File: src/rtl/imem_loader_pkg.sv
// Shared types for the instruction-memory loader.
// FSM states and the default frame start marker.
package imem_loader_pkg;

    typedef enum logic [2:0] {
        S_IDLE,
        S_LEN_HI,
        S_LEN_LO,
        S_DATA,
        S_CSUM,
        S_DONE,
        S_ERROR
    } state_e;

    localparam logic [7:0] SYNC_DEFAULT = 8'hA5;

endpackage

File: src/rtl/imem_loader_if.sv
// Byte-stream input and imem write port of the loader.
// The loader is the slave; the byte source and imem sit on the master side.
interface imem_loader_if #(
    parameter int ADDR_W = 6
);

    logic              in_valid;
    logic [7:0]        in_data;
    logic              in_ready;
    logic              mem_we;
    logic [ADDR_W-1:0] mem_addr;
    logic [31:0]       mem_wdata;

    modport master (
        output in_valid,
        output in_data,
        input  in_ready,
        input  mem_we,
        input  mem_addr,
        input  mem_wdata
    );

    modport slave (
        input  in_valid,
        input  in_data,
        output in_ready,
        output mem_we,
        output mem_addr,
        output mem_wdata
    );

endinterface

File: src/rtl/imem_loader_byte_packer.sv
// Big-endian byte-to-word packer: keeps the first three bytes of a word
// and flags the fourth so the caller can register the whole word.
module imem_loader_byte_packer (
    input  logic        clk,
    input  logic        rst_n_i,
    input  logic        clr_i,
    input  logic        en_i,
    input  logic [7:0]  byte_i,
    output logic [31:0] word_o,
    output logic        word_ready_o
);

    logic [23:0] word_q;
    logic [1:0]  cnt_q;

    assign word_o       = {word_q, byte_i};
    assign word_ready_o = en_i && (cnt_q == 2'd3);

    always_ff @(posedge clk) begin
        if (!rst_n_i) begin
            word_q <= '0;
            cnt_q  <= '0;
        end else if (clr_i) begin
            word_q <= '0;
            cnt_q  <= '0;
        end else if (en_i) begin
            word_q <= {word_q[15:0], byte_i};
            cnt_q  <= cnt_q + 2'd1;
        end
    end

endmodule

File: src/rtl/imem_loader.sv
// Frame-driven imem loader: syncs on a marker byte, writes big-endian words
// to sequential addresses and releases the CPU once the checksum matches.
module imem_loader
    import imem_loader_pkg::*;
#(
    parameter int         ADDR_W    = 6,
    parameter logic [7:0] SYNC_BYTE = SYNC_DEFAULT
) (
    input  logic         clk,
    input  logic         reset,
    imem_loader_if.slave bus,
    output logic         cpu_hold,
    output logic         done,
    output logic         err
);

    localparam int          CW  = ADDR_W + 1;
    localparam logic [16:0] CAP = 17'(1) << ADDR_W;

    state_e            state_q;
    logic              in_ready_q;
    logic              we_q;
    logic [ADDR_W-1:0] addr_q;
    logic [31:0]       wdata_q;
    logic              hold_q;
    logic              done_q;
    logic              err_q;
    logic [15:0]       len_q;
    logic [CW-1:0]     word_cnt_q;
    logic [7:0]        acc_q;

    logic          accept;
    logic          is_sync;
    logic          restart;
    logic          pack_en;
    logic          word_ready;
    logic [31:0]   packed_word;
    logic [15:0]   len_full;
    logic [CW-1:0] word_cnt_d;
    logic          last_word;

    assign accept   = bus.in_valid && in_ready_q;
    assign is_sync  = (bus.in_data == SYNC_BYTE);
    assign restart  = accept && is_sync &&
                      (state_q == S_IDLE || state_q == S_DONE ||
                       state_q == S_ERROR);
    assign pack_en  = accept && (state_q == S_DATA);
    assign len_full = {len_q[15:8], bus.in_data};

    assign word_cnt_d = word_cnt_q + CW'(1);
    assign last_word  = (16'(word_cnt_d) == len_q);

    imem_loader_byte_packer u_packer (
        .clk         (clk),
        .rst_n_i     (reset),
        .clr_i       (restart),
        .en_i        (pack_en),
        .byte_i      (bus.in_data),
        .word_o      (packed_word),
        .word_ready_o(word_ready)
    );

    always_ff @(posedge clk) begin
        if (!reset) begin
            state_q    <= S_IDLE;
            in_ready_q <= 1'b0;
            we_q       <= 1'b0;
            addr_q     <= '0;
            wdata_q    <= '0;
            hold_q     <= 1'b1;
            done_q     <= 1'b0;
            err_q      <= 1'b0;
            len_q      <= '0;
            word_cnt_q <= '0;
            acc_q      <= '0;
        end else begin
            in_ready_q <= 1'b1;
            we_q       <= 1'b0;
            if (accept) begin
                unique case (state_q)
                    S_IDLE, S_DONE, S_ERROR: begin
                        if (is_sync) begin
                            state_q    <= S_LEN_HI;
                            word_cnt_q <= '0;
                            acc_q      <= '0;
                            done_q     <= 1'b0;
                            err_q      <= 1'b0;
                            hold_q     <= 1'b1;
                        end
                    end
                    S_LEN_HI: begin
                        len_q[15:8] <= bus.in_data;
                        state_q     <= S_LEN_LO;
                    end
                    S_LEN_LO: begin
                        len_q[7:0] <= bus.in_data;
                        if ({1'b0, len_full} > CAP) begin
                            state_q <= S_ERROR;
                            err_q   <= 1'b1;
                        end else if (len_full == 16'd0) begin
                            state_q <= S_CSUM;
                        end else begin
                            state_q <= S_DATA;
                        end
                    end
                    S_DATA: begin
                        acc_q <= acc_q ^ bus.in_data;
                        if (word_ready) begin
                            we_q       <= 1'b1;
                            addr_q     <= word_cnt_q[ADDR_W-1:0];
                            wdata_q    <= packed_word;
                            word_cnt_q <= word_cnt_d;
                            if (last_word) state_q <= S_CSUM;
                        end
                    end
                    S_CSUM: begin
                        if (bus.in_data == acc_q) begin
                            state_q <= S_DONE;
                            done_q  <= 1'b1;
                            hold_q  <= 1'b0;
                        end else begin
                            state_q <= S_ERROR;
                            err_q   <= 1'b1;
                        end
                    end
                    default: state_q <= S_IDLE;
                endcase
            end
        end
    end

    assign bus.in_ready  = in_ready_q;
    assign bus.mem_we    = we_q;
    assign bus.mem_addr  = addr_q;
    assign bus.mem_wdata = wdata_q;
    assign cpu_hold      = hold_q;
    assign done          = done_q;
    assign err           = err_q;

endmodule

File: src/flat_wrapper.sv
// flat-port wrapper written by rule: the top's interface ports become plain ports
module imem_loader_flat import imem_loader_pkg::*;
#(
    parameter int         ADDR_W    = 6,
    parameter logic [7:0] SYNC_BYTE = SYNC_DEFAULT
)
  (clk, reset, cpu_hold, done, err, bus_in_valid, bus_in_data, bus_in_ready, bus_mem_we, bus_mem_addr, bus_mem_wdata);
  imem_loader_if #(.ADDR_W(ADDR_W)) bus_i ();
  input  logic clk;
  input  logic reset;
  output logic cpu_hold;
  output logic done;
  output logic err;
  input wire logic [$bits(bus_i.in_valid)-1:0] bus_in_valid;
  input wire logic [$bits(bus_i.in_data)-1:0] bus_in_data;
  output wire logic [$bits(bus_i.in_ready)-1:0] bus_in_ready;
  output wire logic [$bits(bus_i.mem_we)-1:0] bus_mem_we;
  output wire logic [$bits(bus_i.mem_addr)-1:0] bus_mem_addr;
  output wire logic [$bits(bus_i.mem_wdata)-1:0] bus_mem_wdata;
  assign bus_i.in_valid = bus_in_valid;
  assign bus_i.in_data = bus_in_data;
  assign bus_in_ready = bus_i.in_ready;
  assign bus_mem_we = bus_i.mem_we;
  assign bus_mem_addr = bus_i.mem_addr;
  assign bus_mem_wdata = bus_i.mem_wdata;
  imem_loader #(.ADDR_W(ADDR_W), .SYNC_BYTE(SYNC_BYTE)) u_core (.clk(clk), .reset(reset), .bus(bus_i), .cpu_hold(cpu_hold), .done(done), .err(err));
endmodule
File: config.mk
export PLATFORM = sky130hd
export DESIGN_NAME = imem_loader_flat
export DESIGN_NICKNAME = d
export VERILOG_FILES = /design/src/rtl/imem_loader_pkg.sv /design/src/rtl/imem_loader_if.sv /design/src/rtl/imem_loader_byte_packer.sv /design/src/rtl/imem_loader.sv /design/src/flat_wrapper.sv
export SDC_FILE = /design/constraint.sdc
export NUM_CORES = 1
export LEC_CHECK = 0
export CORE_MARGIN = 3
export CORE_UTILIZATION = 45
export CTS_BUF_LIST = sky130_fd_sc_hd__clkbuf_8
export DETAILED_ROUTE_END_ITERATION = 7
export HOLD_SLACK_MARGIN = 0.05
export PLACE_DENSITY = 0.69
export SKIP_CTS_REPAIR_TIMING = 1
export SYNTH_ARGS = -nofsm -noshare
export SYNTH_HDL_FRONTEND = slang
export SYNTH_SLANG_ARGS = --single-unit
File: constraint.sdc
create_clock -name clk -period 3.4 [get_ports clk]
set_input_delay 1.02 -clock clk [delete_from_list [all_inputs] [get_ports clk]]
set_output_delay 1.02 -clock clk [all_outputs]
set_load 0.05 [all_outputs]
Word-level counts from Yosys, hierarchy flattened
Cells that the tools add are included.
{"block": "totals", "ff_bits": 103, "output_inout_bits": 43, "inputBits": 11, "wordCells": 81}
{"block": "op_classes", "bitwise_logic": 2, "reduce_logical": 23, "magnitude_cmp": 1, "addsub": 2, "mux": 23, "eq_ne": 16}
{"op": "7-bit by 16-bit equality test with 1-bit output", "n": 1}
{"op": "16-bit by 7-bit > comparator with 1-bit output, second input constant", "n": 1}
{"op": "16-bit zero test", "n": 1}
{"op": "8-bit case mux with 2 select lines", "n": 1}
{"op": "3-bit two-way mux", "n": 5}
{"op": "3-bit case mux with 5 select lines", "n": 1}
{"op": "7-bit two-way mux", "n": 2}
{"op": "7-bit case mux with 2 select lines", "n": 1}
{"op": "4-bit AND reduction", "n": 3}
{"op": "3-bit equality test, second input constant", "n": 3}
{"op": "3-bit AND reduction", "n": 3}
{"op": "8-bit equality test", "n": 1}
{"op": "8-bit equality test, second input constant", "n": 1}
{"op": "1-bit two-way mux", "n": 8}
{"op": "8-bit two-way mux", "n": 1}
{"op": "2-bit by 1-bit != test with 1-bit output, second input constant", "n": 4}
{"op": "8-bit XOR", "n": 1}
{"op": "7-bit by 1-bit adder with 7-bit output, second input constant", "n": 1}
{"op": "3-bit by 2-bit equality test with 1-bit output, second input constant", "n": 2}
{"op": "1-bit logical AND", "n": 5}
{"op": "5-bit AND reduction", "n": 1}
{"op": "2-bit != test, second input constant", "n": 2}
{"op": "1-bit case mux with 2 select lines", "n": 2}
{"op": "2-bit AND reduction", "n": 2}
{"op": "other kinds (12)", "n": 14}

Longest topological paths before layout
Gate-level depths: netlist (run 1).
{"block": "depth", "ltp_word": 5, "depth_mapped": 8, "depth_no_buf": 6}

Hierarchy
A second synthesis (run 1) with hierarchy kept.
{"block": "hier_totals", "cells_unflattened": 508, "hier_area_um2": 4401.7}
{"module": "imem_loader", "cells_per_inst": 413, "instances": 1, "area_per_inst_um2": 3354.5, "seq_area_each_um2": 1541.5}
{"module": "imem_loader_byte_packer", "cells_per_inst": 95, "instances": 1, "area_per_inst_um2": 1047.3, "seq_area_each_um2": 520.5}

Least setup slack after synthesis (run 1)
No wires, ideal clock.
{"block": "synth_timing", "kind": "input-to-reg", "start": "input bus_in_data[1]", "end": "register u_core.state_q[1]", "setup_ns": 0.130, "t_arrival_ns": 2.198, "path_buffers": 1, "required_time_ns": 3.270, "stages": 6, "setup_slack_ns": 1.072, "path_cell_list": "buf_2 or3_1 nor3_1 a21oi_1 o311ai_1 mux2i_1"}
{"block": "synth_via", "elab_chain_cells": 4, "elab_cells_between_ends": 10, "classes_between": "1 x order compare; 3 x eq/ne; 4 x mux; 2 x reduce/logical"}
{"element": "from (decl)", "line": "flat_wrapper.sv:15", "source": "input wire logic [$bits(bus_i.in_data)-1:0] bus_in_data;"}
{"element": "branches (longest 4 deep; another with 16-bit by 7-bit > comparator with 1-bit output)"}
{"element": "to (signal assigned)", "line": "imem_loader.sv:83", "source": "state_q <= S_LEN_HI;"}
{"element": "to (signal assigned)", "line": "imem_loader.sv:98", "source": "state_q <= S_ERROR;"}
{"element": "to (signal assigned)", "line": "imem_loader.sv:101", "source": "state_q <= S_CSUM;"}
{"element": "to (decl)", "line": "imem_loader.sv:20", "source": "state_e state_q;"}
Several ways; the timed one is not identified.
A chain may end at the register's enable or synchronous reset.

Final worst setup path (run 1)
{"block": "layout_timing", "start": "input bus_in_data[4]", "end": "register u_core.state_q[1]"}
The elaborated chain is that of the path after synthesis.

==> reports/qor.yml, run 1 <==
status:
  status: "complete, no violations"
critical_path:
  path_cells: "clkdlybuf4s50_1, xor2_1, nor4_1, a21oi_1, o311ai_1, mux2i_1"
  critPathTopFamily: "buffers and inverters"
  worst-path-buf-inv: 1
  criticalPathCategory: "in2reg"
  arrival_ps: 2970
  required_ps: 3650
  max_stage_delay_ps: 590
  cp_slowest_cell: "clkdlybuf4s50_1"
  endpoint_kind: "flip-flop"
  start_kind: "primary input"
  crit_fanout: 9
clocking:
  cts_made_buffers: 9
  cts.clk_slew.worst_paths_ps: 100
  cts_max_path_buffers: 2
  htree_levels: 3
  cts.sinks: 103
  root_buffer: "clkbuf_8"
  cts_tree: "yes"
  clkLatencyLatePin_ps: 370
yosys:
  seq_area_frac_synth: 0.4536
  syn_nets: 534
  syn_inst: 521
  syn_area_sq_mm: 0.004546
  synth_edf_count: 0
  synth_seq_cells: 103
  ys_warn_count: 0
  synthArstFlopShare: 0
  yosysUniqueCellTypes: 53
  synth_area_per_cell_sq_um: 8.725
  synth_flop_cell: "dfxtp_1"
placed_design:
  dpl_cell_area_sq_mm: 0.005140
  portBuffers: 53
  dpl.cell_count: 678
  globalplace.congestion: 0.8205
  dpl.hpwl_um: 7062
  pre_cts_ws_ps: 268.3
die:
  boundaryPins: 54
  dieWidth_um: 106.5
  initial_core_util: 0.4629
  fp.dieH_um: 106.5
  die_area_sq_mm: 0.01134
  rows: 36
  core_sq_mm: 0.009819
job:
  drv_cap: 0
finish:
  drive_gt1_frac: 0.09091
  syn_to_final_growth_pct: 17.18
  final_nets: 569
  fin_cells: 694
  fin_area_sq_mm: 0.005326
  antenna_cells: 0
global_routing:
  overflow: 0
  grt_pass1_wl_um: 16970
  grt_pass1_vias: 3432
  grt_max_degree: 47
  antenna_found_initial: 0
  grtUsageTotal: 0.1846
power_and_ir_drop:
  p_switching_uw: 502.3
  seq_power_share: 0.597
  leakage_nw: 1.879
  switching_share: 0.2483
  peakVddDrop_mv: 0.2319
  powerDensity_mw_per_mm2: 379.8
  p_clk_frac: 0.366
  p_int_mw: 1.521
  p_comb_frac: 0.037
sta:
  fin_crit_sh: 0.8014
  setup_viol: 0
  fin_crit_ps: 2725
  max_freq_mhz: 367.0
  drv_slew: 0
  slew_headroom: 0.4691
  setup_slack_ps: 675.1
  clock_skew_ps: 12.68
  worst-slew-pin-transition_ps: 795.3
  rsz0062_at_grt: "false"
  final_hold_viol_count: 0
  setup_tns_ps: 0
drt:
  drt-pass1-iter-count: 4
  via_per_inst: 5.133
  drc_errors: 0
  wl_um: 10060
  drt_iter0_drc: 164
  drtAntennaViolNets: 0
  num_vias: 3562
  wl_per_cell_um: 14.49
hold_path:
  hold_path.class: "reg2reg"
## metal layers
layer  GRT usage  vias to the layer above  part of all wire
met4     0.04110                        0            0.0078
met5           0                        -                 0
li1            -                     1837                 -
met3     0.03522                        4             0.028
met2      0.3027                       51              0.48
met1      0.2533                     1670              0.49
## kinds of logic after synthesis
group / count (synthesis) / synth area share
and+or+nand+nor: 221 / 0.2439
AOI/OAI and AO/OA: 116 / 0.1745
DFF: 103 / 0.4536
buffers and inverters: 44 / 0.04734
muxes: 18 / 0.04239
xor gates and xnor gates: 17 / 0.03275
adders and majority gates: 2 / 0.005504
## Yosys cell counts (9+ instances only)
library cell,count,share of area
xor2_1,12,0.023
o21ai_0,9,0.0099
a21oi_1,28,0.031
mux2i_1,17,0.037
nand2_1,132,0.11
nor2b_1,18,0.025
clkbuf_1,19,0.016
dfxtp_1,103,0.45
buf_2,16,0.018
a21oi_2,11,0.021
nor2_1,11,0.0091
a21boi_0,42,0.069
## power by group through the flow
stage | combinational, mW | clock, mW | sequential, mW
after floorplan | 0.0488 | 0 | 1.24
after global placement | 0.0754 | 0 | 1.24
after detailed placement | 0.0762 | 0 | 1.24
after CTS | 0.0763 | 0.759 | 1.21
after global routing | 0.0822 | 0.803 | 1.21
final | 0.0753 | 0.741 | 1.21
## layout make-up
type                    instances  area (sq um)
repair buffers                 66         635.6
fillers                       977          4493
multi-input cells             374          2268
inverters                       2         7.507
clock buffers                   9         123.9
well taps                     133         166.4
flip-flops and latches        103          2062
clock inverters                 7         62.56
## flip-flops by register name (all words and copies together) (netlist names), 2 cells and up
| signal | count |
|---|---|
| u_core.bus.mem_addr | 6 |
| u_core.u_packer.word_q | 24 |
| u_core.state_q | 3 |
| u_core.word_cnt_q | 7 |
| u_core.acc_q | 8 |
| u_core.u_packer.cnt_q | 2 |
| u_core.bus.mem_wdata | 32 |
| u_core.len_q | 16 |
## cells in the final DEF, fill, tap and decap left out, drive strengths merged, types with 9 or more instances in the layout
cell type,n
nand3,9
nor2,12
dfxtp,103
nand2,132
mux2i,18
o21ai,11
buf,14
clkbuf,9
nor2b,18
xor2,12
a21oi,39
clkdlybuf4s50,52
a21boi,45
## stage by stage
step	total power, mW	util	hold WS (ps)
finish	2.023	0.5424	459.3
global route	2.093	0.5424	483.8
CTS	2.042	0.5424	461.1
detailed placement	1.311	0.5234	446.8
global placement	1.310	0.5234	444.1
floorplan	1.286	-	436.4
## tightest hold or removal path: stages (launching register included)
cell and delay, ps:
dfxtp_1 320, nand2_1 50, a21oi_1 50
## worst paths after layout
check / start / end / slack [ps] / cells past startpoint
setup / recovery: bus_in_data[4] / u_core.state_q[1] / 680 / 6
hold reg to reg: u_core.u_packer.word_q[17] / u_core.u_packer.word_q[17] / 460 / 2
hold / removal: u_core.u_packer.word_q[17] / u_core.u_packer.word_q[17] / 460 / 2
setup reg to reg: u_core.state_q[0] / u_core.u_packer.word_q[3] / 1230 / 5
No activity file was read; power rests on OpenSTA's default activity.
==> run 2, diff against run 1 <==
Settings changed: PLACE_DENSITY 0.69 to 0.71.
Clock period 3.4 ns to 2.3 ns, I/O delays scaled along.
==> run 2 against run 1 <==
  * Final area increased by 5.1%
  * Clock power grew 55%
  * Total power increased by 52%
  * Sequential share of layout area fell by 1.9 points
  * Via count up 4.5%
  * Wire length rose by 7.2%
  * Clock skew grew 1.3 ps
  * Global-route usage rose by 1.1 points
  * Largest cell class unchanged
==> reports/qor.yml, run 2 (same netlist as run 1, synthesis figures left out) <==
finish:
  utilization: 0.5702  # +0.02778
  fin_cells: 722  # +4.0%
  largest_register_ff_count: 32  # unchanged
  syn_to_final_growth_pct: 23.18
  final_common_cell: "nand2_1"
  final_nets: 597  # +4.9%
  drive_gt1_frac: 0.1409  # +0.05001
  final_cell_mix: "nand2_1, dfxtp_1, clkdlybuf4s50_1"
  antenna_cells: 0  # unchanged
critical_path:
  cp-startpoint: "bus_in_data[2]"
  worstSetupPathDepth: 6  # unchanged
  endpoint_kind: "flip-flop"
  arrival_ps: 2540  # -430 ps
  max_stage_delay_ps: 500  # -90 ps
  r2r_start: "u_core.word_cnt_q[1]"
  critPathTopFamily: "simple AND/OR/NAND/NOR gates"
  ff2ff_path_depth: 6  # +1
  criticalPathCategory: "in2reg"
  crit_fanout: 4  # -5
  path_cells: "clkdlybuf4s50_1, or3_1, o21ai_1, nor4b_1, o211ai_1, mux2i_1"
  cp_slowest_cell: "clkdlybuf4s50_1"
  start_kind: "primary input"
  worst-path-buf-inv: 1  # unchanged
  required_ps: 2600  # -1050 ps
global_routing:
  grt_pass1_vias: 3580  # +4.3%
  antenna_found_initial: 0  # unchanged
  overflow: 0  # unchanged
  grtUsageTotal: 0.1956  # +0.01104
  grt_max_degree: 31  # -34%
  grt_pass1_wl_um: 17890  # +5.4%
placed_design:
  portBuffers: 53  # unchanged
  dpl.hpwl_um: 7837  # +11%
  globalplace.congestion: 0.8499  # +3.6%
  dpl.cell_count: 706  # +4.1%
job:
  drv_cap: 0  # unchanged
sta:
  drv_slew: 0  # unchanged
  final_hold_viol_count: 0  # unchanged
  fin_crit_sh: 0.9762
  rsz0062_at_grt: "true"
  setup_tns_ps: 0  # unchanged
  slew_headroom: 0.6477  # +0.1787
  worst-slew-pin-transition_ps: 528.4  # -266.9 ps
  clock_skew_ps: 13.96  # +1.282 ps
  fin_crit_ps: 2245
  fin_hold_ws_ps: 460.9  # +1.521 ps
  setup_viol: 0  # unchanged
  max_freq_mhz: 445.4
power_and_ir_drop:
  powerDensity_mw_per_mm2: 549.3  # +45%
  peakVddDrop_mv: 0.2802  # +21%
  leakage_nw: 2.052  # +9.2%
  p_total_mw: 3.076  # +52%
drt:
  drt_iter0_drc: 156  # -4.9%
  wl_per_cell_um: 14.93  # +3.0%
  num_vias: 3723  # +4.5%
  wl_um: 10780  # +7.2%
  drc_errors: 0  # unchanged
  drt-pass1-iter-count: 4  # unchanged
  drtAntennaViolNets: 0  # unchanged
  via_per_inst: 5.157  # +0.47%
hold_path:
  hold_path.class: "reg2reg"
  hold_depth: 2  # unchanged
  holdCritStartpoint: "u_core.done"
clocking:
  clkLatencyLatePin_ps: 370  # about the same
  cts.clk_slew.worst_paths_ps: 100  # about the same
  cts_tree: "yes"
  root_buffer: "clkbuf_8"
  cts.sinks: 103  # unchanged
  cts_made_buffers: 9  # unchanged
  cts_max_path_buffers: 2  # unchanged
  htree_levels: 3  # unchanged
die:
  die_area_sq_mm: 0.01134  # unchanged
  boundaryPins: 54  # unchanged
  initial_core_util: 0.4629  # unchanged
  dieWidth_um: 106.5  # unchanged
  rows: 36  # unchanged
  core_sq_mm: 0.009819  # unchanged
  fp.dieH_um: 106.5  # unchanged
status:
  status: "complete, no violations"
==> run 2: final cells by class <==
cell class                 count  area [sq um]
fill                         928          4220
clock inverter                 7         86.33
sequential                   103          2062
multi-input combinational    374          2292
inverter                       2         7.507
clock buffer                   9         123.9
timing repair buffer          94         860.8
tap                          133         166.4
==> run 2: through the flow <==
stage | setup slack [ps] | cell area (sq um)
after CTS | 30.19 | 5573
after global placement | -280.3 | 5363
after global routing | -76.51 | 5599
final | 54.80 | 5599
after floorplan | 301.8 | 4546
after detailed placement | -306.3 | 5363
==> run 2: metal layers <==
metal | global-route usage | share of wire
met1 | 0.2670 | 0.47
met2 | 0.3149 | 0.47
met3 | 0.03097 | 0.040
met4 | 0.06849 | 0.017
met5 | 0 | 0
==> run 2: tightest hold or removal path, delay by kind of cell, from the launching register on <==
kind | cells | cell delay (ps)
buffers and inverters | 1 | 50
DFF | 1 | 330
AOI/OAI and AO/OA | 1 | 50
==> run 2: final timing paths <==
| kind | end | slack [ps] |
|---|---|---|
| setup / recovery | u_core.state_q[0] | 50 |
| hold / removal | u_core.done | 460 |
| setup reg to reg | u_core.state_q[0] | 330 |
| hold reg to reg | u_core.done | 460 |
==> run 2: power by group <==
group / total (mW) / leakage [nW] / internal [mW] / switching, mW
sequential: 1.78 / 0.830 / 1.78 / 0.000783
combinational: 0.142 / 1.12 / 0.0658 / 0.0759
clock: 1.15 / 0.105 / 0.438 / 0.711
total: 3.08 / 2.05 / 2.29 / 0.788
==> run 3, diff against run 2 <==
Settings changed: CTS_CLUSTER_DIAMETER set to 30, SLEW_MARGIN set to 20.
==> results of run 3 <==
No change in the layout: final DEF, timing and power equal those of run 2.
